`config.mk`:
```
export PLATFORM = sky130hd
export DESIGN_NAME = mmio_console_tx
export DESIGN_NICKNAME = d
export VERILOG_FILES = /design/src/rtl/mmio_pkg.sv /design/src/rtl/mmio_sync_fifo.sv /design/src/rtl/mmio_console_tx.sv
export SDC_FILE = /design/constraint.sdc
export NUM_CORES = 1
export LEC_CHECK = 0
export CORE_ASPECT_RATIO = 0.5
export CORE_MARGIN = 2
export CORE_UTILIZATION = 49
export DETAILED_ROUTE_END_ITERATION = 6
export GPL_ROUTABILITY_DRIVEN = 0
export PLACE_DENSITY_LB_ADDON = 0.08
export SLEW_MARGIN = 40
export SYNTH_ARGS = -nofsm -noshare
export SYNTH_HDL_FRONTEND = slang
export SYNTH_SLANG_ARGS = --single-unit
```
`constraint.sdc`:
```
create_clock -name clk -period 2.7 [get_ports clk]
set_input_delay 0.54 -clock clk [delete_from_list [all_inputs] [get_ports clk]]
set_output_delay 0.54 -clock clk [all_outputs]
set_load 0.03 [all_outputs]
```
`src/rtl/mmio_pkg.sv`:
```
// Shared definitions for the console/exit MMIO peripheral: default decode
// addresses, transmitter state encodings and the parity helper.
package mmio_pkg;

   localparam logic [31:0] PUTC_ADDR_DEF = 32'h8000_001c;
   localparam logic [31:0] EXIT_ADDR_DEF = 32'h8000_002c;

   typedef enum logic [2:0] {
      ST_IDLE   = 3'd0,
      ST_START  = 3'd1,
      ST_DATA   = 3'd2,
      ST_PARITY = 3'd3,
      ST_STOP   = 3'd4
   } tx_state_t;

   // Even parity over one character: the bit that makes the total count of ones even.
   function automatic logic even_parity(input logic [7:0] d);
      return ^d;
   endfunction

endpackage

```
`src/rtl/mmio_sync_fifo.sv`:
```
// Synchronous character FIFO with (log2(DEPTH)+1)-bit wrapping pointers.
// A pop in the same cycle frees a slot, so a push while full is accepted then.
module mmio_sync_fifo #(
   parameter int WIDTH = 8,
   parameter int DEPTH = 16
) (
   input  logic             clk,
   input  logic             reset,
   input  logic             push,
   input  logic             pop,
   input  logic [WIDTH-1:0] din,
   output logic [WIDTH-1:0] dout,
   output logic             full,
   output logic             empty
);

   localparam int AW = $clog2(DEPTH);

   logic [AW:0]      wr_ptr;
   logic [AW:0]      rd_ptr;
   logic [WIDTH-1:0] mem [DEPTH];
   logic             do_push;
   logic             do_pop;

   assign empty   = (wr_ptr == rd_ptr);
   assign full    = (wr_ptr[AW] != rd_ptr[AW]) && (wr_ptr[AW-1:0] == rd_ptr[AW-1:0]);
   assign do_pop  = pop && !empty;
   assign do_push = push && (!full || do_pop);
   assign dout    = mem[rd_ptr[AW-1:0]];

   // Pointer advance; both pointers wrap naturally through the extra MSB.
   always_ff @(posedge clk or posedge reset) begin
      if (reset) begin
         wr_ptr <= '0;
         rd_ptr <= '0;
      end else begin
         if (do_push) wr_ptr <= wr_ptr + 1'b1;
         if (do_pop)  rd_ptr <= rd_ptr + 1'b1;
      end
   end

   // Storage write; contents need no reset because the pointers qualify them.
   always_ff @(posedge clk) begin
      if (do_push) mem[wr_ptr[AW-1:0]] <= din;
   end

endmodule

```
`src/rtl/mmio_console_tx.sv`:
```
// Console/exit MMIO peripheral: PUTC writes are queued and sent as 8N1 serial
// frames on uart_txd; an EXIT write latches a code and exit_done follows once
// the line has drained.
// Build option: define MMIO_CONSOLE_PARITY_EN to insert an even-parity bit
// between data bit 7 and the stop bit.
module mmio_console_tx
   import mmio_pkg::*;
#(
   parameter logic [31:0] PUTC_ADDR  = PUTC_ADDR_DEF,
   parameter logic [31:0] EXIT_ADDR  = EXIT_ADDR_DEF,
   parameter int          CLK_DIV    = 16,
   parameter int          FIFO_DEPTH = 16
) (
   input  logic        clk,
   input  logic        reset,
   input  logic        wready,
   input  logic [31:0] waddr,
   input  logic [31:0] wdata,
   input  logic [3:0]  wstrb,
   output logic        uart_txd,
   output logic        tx_busy,
   output logic        fifo_full,
   output logic [7:0]  drop_cnt,
   output logic        exit_req,
   output logic [31:0] exit_code,
   output logic        exit_done
);

   localparam int            CW       = $clog2(CLK_DIV);
   localparam logic [CW-1:0] BAUD_MAX = CW'(CLK_DIV - 1);

   tx_state_t     state, state_nxt;
   logic [CW-1:0] baud_cnt, baud_nxt;
   logic [2:0]    bit_idx, bit_nxt;
   logic [7:0]    shift_reg, shift_nxt;
   logic          txd_q, txd_nxt;
   logic          baud_last;
   logic          pop;
   logic          putc_hit;
   logic          exit_hit;
   logic          fifo_empty;
   logic [7:0]    fifo_dout;
   logic          unused_wstrb;
`ifdef MMIO_CONSOLE_PARITY_EN
   logic          par_reg;
`endif

   // Only byte lane 0 carries a character; the upper strobes are don't-care.
   assign unused_wstrb = ^wstrb[3:1];

   // Full 32-bit address match, so no aliasing into neighbouring words.
   assign putc_hit  = wready && (waddr == PUTC_ADDR) && wstrb[0];
   assign exit_hit  = wready && (waddr == EXIT_ADDR) && !exit_req;
   assign baud_last = (baud_cnt == '0);

   assign uart_txd  = txd_q;
   assign tx_busy   = !fifo_empty || (state != ST_IDLE);
   assign exit_done = exit_req && !tx_busy;

   mmio_sync_fifo #(
      .WIDTH (8),
      .DEPTH (FIFO_DEPTH)
   ) u_fifo (
      .clk   (clk),
      .reset (reset),
      .push  (putc_hit),
      .pop   (pop),
      .din   (wdata[7:0]),
      .dout  (fifo_dout),
      .full  (fifo_full),
      .empty (fifo_empty)
   );

   // Exit latch (first write wins) and saturating count of characters lost to a full FIFO.
   always_ff @(posedge clk or posedge reset) begin
      if (reset) begin
         exit_req  <= 1'b0;
         exit_code <= '0;
         drop_cnt  <= '0;
      end else begin
         if (exit_hit) begin
            exit_req  <= 1'b1;
            exit_code <= wdata;
         end
         if (putc_hit && fifo_full && !pop && (drop_cnt != 8'hff))
            drop_cnt <= drop_cnt + 1'b1;
      end
   end

   // Next-state, pop and look-ahead line level; txd is registered from the next state.
   always_comb begin
      state_nxt = state;
      pop       = 1'b0;
      shift_nxt = shift_reg;
      bit_nxt   = bit_idx;
      baud_nxt  = baud_last ? BAUD_MAX : baud_cnt - 1'b1;
      txd_nxt   = 1'b1;
      case (state)
         ST_IDLE: begin
            baud_nxt = BAUD_MAX;
            if (!fifo_empty) begin
               pop       = 1'b1;
               shift_nxt = fifo_dout;
               state_nxt = ST_START;
            end
         end
         ST_START: begin
            if (baud_last) begin
               state_nxt = ST_DATA;
               bit_nxt   = 3'd0;
            end
         end
         ST_DATA: begin
            if (baud_last) begin
               if (bit_idx == 3'd7) begin
`ifdef MMIO_CONSOLE_PARITY_EN
                  state_nxt = ST_PARITY;
`else
                  state_nxt = ST_STOP;
`endif
               end else begin
                  bit_nxt   = bit_idx + 1'b1;
                  shift_nxt = {1'b0, shift_reg[7:1]};
               end
            end
         end
`ifdef MMIO_CONSOLE_PARITY_EN
         ST_PARITY: begin
            if (baud_last) state_nxt = ST_STOP;
         end
`endif
         ST_STOP: begin
            // Pop straight from the last stop clock so frames run back to back.
            if (baud_last) begin
               if (!fifo_empty) begin
                  pop       = 1'b1;
                  shift_nxt = fifo_dout;
                  state_nxt = ST_START;
               end else begin
                  state_nxt = ST_IDLE;
               end
            end
         end
         default: state_nxt = ST_IDLE;
      endcase
      case (state_nxt)
         ST_START:  txd_nxt = 1'b0;
         ST_DATA:   txd_nxt = shift_nxt[0];
`ifdef MMIO_CONSOLE_PARITY_EN
         ST_PARITY: txd_nxt = par_reg;
`endif
         default:   txd_nxt = 1'b1;
      endcase
   end

   // Transmitter control state; reset aborts any frame and drives the line high at once.
   always_ff @(posedge clk or posedge reset) begin
      if (reset) begin
         state    <= ST_IDLE;
         baud_cnt <= '0;
         bit_idx  <= '0;
         txd_q    <= 1'b1;
      end else begin
         state    <= state_nxt;
         baud_cnt <= baud_nxt;
         bit_idx  <= bit_nxt;
         txd_q    <= txd_nxt;
      end
   end

   // Character shifter; its contents are only meaningful while a frame is in flight.
   always_ff @(posedge clk) begin
      shift_reg <= shift_nxt;
   end

`ifdef MMIO_CONSOLE_PARITY_EN
   // Parity is captured from the whole character at pop time, before it is shifted out.
   always_ff @(posedge clk) begin
      if (pop) par_reg <= even_parity(fifo_dout);
   end
`endif

endmodule
```
* After elaboration in Yosys (flattened, before gate mapping) *
Memory sizes are Yosys's and may differ from the RTL's.
Index checks and enable logic that the tools add are counted.

storage, ports and cells
  register bits = 70
  bits in latches = 0
  memory bits (writable) = 128
  bits in read-only memories = 0
  input port bits = 71
  output and inout bits = 45
  logic and storage cells = 82
  memories = 1

operators by class
  add/subtract/negate cells = 5
  $mul = 0
  div/mod/pow operators = 0
  magnitude comparators = 0
  eq/ne operators = 16
  shift-type cells = 0
  mux-type cells = 24
  bitwise gates (word level) = 0
  reductions and logical operators = 25

memories
  name        depth  width  rd ports  clocked after memory_dff  wr ports  line                  source
  u_fifo.mem  16     8      1         0                         1         mmio_sync_fifo.sv:21  logic [WIDTH-1:0] mem [DEPTH];

operator list
  operator              count
  $eq 32x32->1 const B  2
  $mux 8                4
  $mux 3                8
  $pmux 8 s3            1
  $pmux 3 s4            1
  $logic_and 1x1->1     11
  $add 5x1->5 const B   2
  $add 8x1->8 const B   1
  $mux 4                2
  $ne 2x2->1 const B    4
  $ne 8x8->1 const B    1
  $reduce_and 4->1      2
  $eq 3x1->1 const B    2
  $eq 3x2->1 const B    2
  $eq 3x3->1 const B    2
  $pmux 3 s2            1
  $reduce_bool 3->1     2
  $eq 5x5->1            1
  $logic_not 1->1       5
  $mux 1                5
  $eq 4x4->1            1
  $logic_not 4->1       1
  $pmux 1 s2            2
  $sub 4x1->4 const B   1
  other kinds (5)       6

* Logic depth before layout (Yosys ltp) *
  depth in word-level cells = 9
  mapped depth = 9
  depth with buffers taken out = 7

* Cells and area by module *
A second synthesis with hierarchy kept.

unflattened totals
  cells, all modules = 478
  area total of the unflattened synthesis = 8310.5 um^2

by module, submodules not included
  module           times used  cells each  area each (um^2)  seq. area each (um^2)
  mmio_sync_fifo   1           268         5624.1            4093.9
  mmio_console_tx  1           210         2686.3            1532.7

* Worst setup path before layout *
OpenSTA, ideal clock, no wires.

  kind = register -> register
  start point = register baud_cnt[0]
  end point = memory u_fifo.mem[3][0], enable pin
  setup time = 383 ps
  data arrival time = 2407 ps
  required time = 2317 ps
  setup slack = -90 ps
  stages on the path, launching flop included = 10
  buffers on the path = 2
  clock period less this slack = 2790 ps
  cell sequence = dfrtp_1 > inv_1 > ha_1 > or3b_1 > buf_6 > a211oi_4 > or3_1 > buf_2 > nand3_1 > nor3_1

between the ends
  longest elaborated chain between the ends = 8

ends and longest elaborated chain
  item                          line                    source
  from (decl)                   mmio_console_tx.sv:33   logic [CW-1:0] baud_cnt, baud_nxt;
  from (signal assigned)        mmio_console_tx.sv:165  baud_cnt <= baud_nxt;
  $logic_not 4->1               mmio_console_tx.sv:54   assign baud_last = (baud_cnt == '0);
  $mux 1                        mmio_console_tx.sv:134  if (baud_last) begin
  $pmux 1 s2                    mmio_console_tx.sv:98   case (state)
  $logic_and 1x1->1             mmio_sync_fifo.sv:27    assign do_pop = pop && !empty;
  $logic_or 1x1->1              mmio_sync_fifo.sv:28    assign do_push = push && (!full || do_pop);
  $logic_and 1x1->1             mmio_sync_fifo.sv:28
  $mux 1                        mmio_sync_fifo.sv:44    if (do_push) mem[wr_ptr[AW-1:0]] <= din;
  $mux 1 (implied by the code)  mmio_sync_fifo.sv:44
  to (decl)                     mmio_sync_fifo.sv:21

No other way between the ends.

* Worst setup path after layout *
  start point = register u_fifo.rd_ptr[0]
  end point = output exit_done

between the ends
  longest elaborated chain between the ends = 5

ends and longest elaborated chain
  item                    line                   source
  from (decl)             mmio_sync_fifo.sv:20   logic [AW:0] rd_ptr;
  from (signal assigned)  mmio_sync_fifo.sv:38   if (do_pop) rd_ptr <= rd_ptr + 1'b1;
  $eq 5x5->1              mmio_sync_fifo.sv:25   assign empty = (wr_ptr == rd_ptr);
  $logic_not 1->1         mmio_console_tx.sv:57  assign tx_busy = !fifo_empty || (state != ST_IDLE);
  $logic_or 1x1->1        mmio_console_tx.sv:57
  $logic_not 1->1         mmio_console_tx.sv:58  assign exit_done = exit_req && !tx_busy;
  $logic_and 1x1->1       mmio_console_tx.sv:58
  to (decl)               mmio_console_tx.sv:26  output logic exit_done

No other way between the ends.

==> results.md <==
- The flow ran to the end, and the final reports show no timing, DRC or antenna violations.
- The final setup slack of the worst path is 0.05269 ns.
- For the pin with the worst max-slew slack, the measured transition is 0.7113 ns.
- The kind of critical path is flop to primary output.
- Yosys printed 0 warnings.
- The post-layout net count is 715.
- After clock tree synthesis, the clock-pin slew on the worst setup and hold paths is 0.07 ns.
- The number of buffer and inverter instances along the worst setup path is 2.
- The path category of the worst min-delay check is primary input to async pin.
- The delay contributed by the slowest stage of the critical path is 0.43 ns.
- The largest net degree at the start of global routing is 52.
- The remaining antenna violation count is 0.
- The standard cell core area is 16350 sq um.
- Counting I/O delays and the setup requirement, the final critical path takes 2.647 ns.
- The first routing iteration left 373 violations.
- Counting flops with a built-in enable in the synthesized netlist gives 135.
- The final-layout setup total negative slack is 0 ns.
- The die is 186.8 um wide.
- The number of flip-flops under the largest register name is 128.
- The peak ir drop on the vdd network is 479.1 uV.
- The via count normalized by instance count is 5.455.
- The standby leakage power is 3.908 nW.
- The initial cell density of the core is 50.06%.
- The count of H-tree levels built during CTS is 4.
- Buffers inserted to repair hold after CTS numbered 0.
- The worst setup slack before clock tree synthesis is -0.2176 ns.
- Detailed placement finished with a half-perimeter wire length of 12.42 mm.
- The max-capacitance violation count is 0.
- The later pin in the worst-skew pair is clocked with a latency of 0.42 ns.
- For this run, the top clock speed supported by timing is 377.7 MHz.
- For this run, the number of standard cells in the final layout without fillers is 875.
- The count of filler cells inserted in the layout is 1244.
- The final count of negative-setup-slack endpoints is 0.
- Of the cells placed in the final design, the portion with a size suffix greater than 1 is 25.62%.
- The number of rows in the core area is 33.
- The net count after synthesis is 566.
- In the final routed layout, each cell accounts on average for 20.14 um.
- Global routing used 20.83% of the available tracks across all layers.
- The via count of the first global-routing pass was 4895.
- The final global-route overflow total is 0.
- The number of distinct standard cells referenced by the synthesized netlist is 48.
- After layout, the design draws a total of 5.782 mW.
- For this design, the slowest cell found on the critical path is dfrtp_2.
- At the worst endpoint, the arrival time is 2.11 ns.
- The final routed DRC violation total is 0.
- The first-pass GRT wire length is 27.41 mm.
- The maximum fanout count along the critical path is 19.
- For the worst setup path, the data required time is 2.16 ns.
- For this run, the register share of the synthesized area comes to 68.74%.
- Power spread over the standard cell area amounts to 554.3 nW/um^2.
- Measured along the y axis, the die boundary spans 95.39 um.
- STA classifies the critical path startpoint as a flop.
- Pin placement for this block handled 116 I/O pins.
- The number of vias in the routed layout is 4773.
- Setup repair after global routing left no endpoint under its margin.
- The post-synth design cell area is 8185 sq um.
- The number of buffers inserted during clock tree synthesis is 17.
- The area growth from synthesis to layout is 27.44%.
- The number of buffers on the longest clock path is 2.
- The critical path goes through buf_12 -> xnor2_1 -> and4_2 -> nand3_2 -> nor2_2 -> buf_12.
- The type of element capturing the critical path is a primary output.
- The number of inserted diodes is 0.
- For this run, asynchronously set or reset flops after synthesis account for 31.31%.
- Post-CTS timing repair inserted 0 buffers for setup.
- The total wirelength of the detailed-routed design is 17.62 mm.
- The final count of hold timing violations is 0.
- In this run the mean area of a mapped cell was 16.84 sq um.
- Including well taps, the total number of placed cells is 843.
- The CTS tree is yes.
- The cell family contributing the most delay on the critical path is simple AND/OR/NAND/NOR gates.
- The clock sink count is 198.
- Among the stages of the critical path, the cell type that occurs most often is buf_12.
- The worst hold-check slack is 0.3864 ns.
- The master cell of the clock root buffer is clkbuf_16.
- Measured against its own limit, the worst slew margin works out to 52.43%.
- The initial antenna violation count is 0.
- The number of port buffers is 112.
- The area of the die is 17820 sq um.
- The final worst-path cycle share is 98.05%.
- The max-slew violation count is 0.
- The cell count after synthesis came out at 486.
- Synthesis inferred 198 register bits.
- The dominant register cell in the synthesized netlist is edfxtp_1.
- Between clock sinks in the finished design, the worst skew comes to 0.01331 ns.
- For this run, the detailed router's first-pass iteration total came to 4.
-- synthesized netlist by cell type, drive strengths merged, types with 6 or more instances --
cell type | instances | area share, %
clkbuf | 11 | 0.50
xnor2 | 18 | 1.9
a22oi | 8 | 0.73
a21oi | 10 | 0.61
nor2 | 23 | 1.1
edfxtp | 135 | 50
dfrtp | 61 | 19
nand3 | 12 | 0.73
a221o | 6 | 0.73
nand4 | 9 | 0.69
nor3 | 14 | 1.1
mux2 | 36 | 5.0
nand2 | 17 | 0.78
mux4 | 32 | 8.8
inv | 11 | 0.50
buf | 13 | 0.95
o32ai | 8 | 0.86
ha | 9 | 1.4
-- worst reg2reg max path, cell delays in order (launching register included) --
cell      delay [ns]
dfrtp_1         0.41
inv_1           0.07
ha_1            0.19
or3b_1          0.43
a211oi_4        0.34
or3_4           0.22
nand3_1         0.22
nor2_1          0.27
buf_4           0.19
-- per-layer routing --
layer,GRT usage [%],wire [um],vias up
li1,-,-,2183
met1,27.91,7940,2430
met2,33.12,8242,154
met3,7.508,1368,6
met4,4.696,70,0
met5,0,0,-
-- final timing paths --
kind | from | slack (ns) | cells past startpoint | endpoint
worst max-delay path | u_fifo.rd_ptr[0]$_DFFE_PP0P_ | 0.05 | 6 | exit_done
max in group asynchronous | reset | 1.69 | 3 | uart_txd$_DFF_PP1_
worst max register to register | baud_cnt[0]$_DFF_PP0_ | 0.08 | 8 | u_fifo.mem[5][6]$_DFFE_PP_
worst min register to register | baud_cnt[0]$_DFF_PP0_ | 0.49 | 1 | baud_cnt[0]$_DFF_PP0_
worst min-delay path | reset | 0.39 | 2 | exit_code[1]$_DFFE_PP0P_
min in group clk | baud_cnt[0]$_DFF_PP0_ | 0.49 | 1 | baud_cnt[0]$_DFF_PP0_
-- cells by family after synthesis --
| family | share of synthesized area [%] |
|---|---|
| simple gates | 7.505 |
| mux | 13.80 |
| flops | 68.74 |
| fa+ha+maj | 1.376 |
| buf+inv | 1.957 |
| xor+xnor | 2.354 |
| compound gates | 4.265 |
-- stage by stage --
| stage | util, % | instance area, sq um |
|---|---|---|
| floorplan | - | 8205 |
| global placement | 60.36 | 9869 |
| detailed placement | 60.36 | 9869 |
| CTS | 63.77 | 10430 |
| global route | 63.80 | 10430 |
| finish | 63.80 | 10430 |
-- cells in the final DEF, fill, tap and decap left out, drive strengths merged, types with 2 or more instances in the layout --
master | Yosys | routed
xor2 | 4 | 4
nor4 | 5 | 5
nor3 | 14 | 14
edfxtp | 135 | 135
or3 | 2 | 2
nor3b | 3 | 3
and3 | 5 | 5
dfrtp | 61 | 61
nand3 | 12 | 12
nand2b | 5 | 5
a22oi | 8 | 8
a21oi | 10 | 10
xnor2 | 18 | 18
nor4b | 4 | 4
o32ai | 8 | 8
clkinvlp | 0 | 2
clkdlybuf4s50 | 0 | 109
nand4 | 9 | 9
nor2b | 3 | 3
mux2 | 36 | 36
nor2 | 23 | 23
o21ai | 4 | 4
nand2 | 17 | 17
a221o | 6 | 6
buf | 13 | 45
inv | 11 | 18
or2 | 4 | 4
mux4 | 32 | 32
clkinv | 0 | 3
clkbuf | 11 | 20
ha | 9 | 9
-- where the power goes --
group	switching, mW	leakage, nW	total [mW]	internal [mW]
Combinational	0.0664	1.55	0.158	0.0920
Sequential	0.000309	2.09	3.24	3.24
Clock	1.13	0.268	2.38	1.25
-- what timing repair did --
item | CTS | global route
cloned | 0 | 0
setup endpoints to repair | 1 | 107
pin swaps | 0 | 0
resized for setup | 3 | 1
hold endpoints to repair | 0 | 0
-- final cells by class --
type	count	area [sq um]	area share (%)
Timing Repair Buffer	154	1491	14.30
Sequential cell	198	5628	53.95
Inverter	11	41.29	0.3958
Clock buffer	20	457.9	4.390
Multi-Input combinational cell	253	2439	23.38
Clock inverter	12	90.09	0.8636
Tap cell	227	284.0	2.723
No activity file was read; power rests on OpenSTA's default activity.
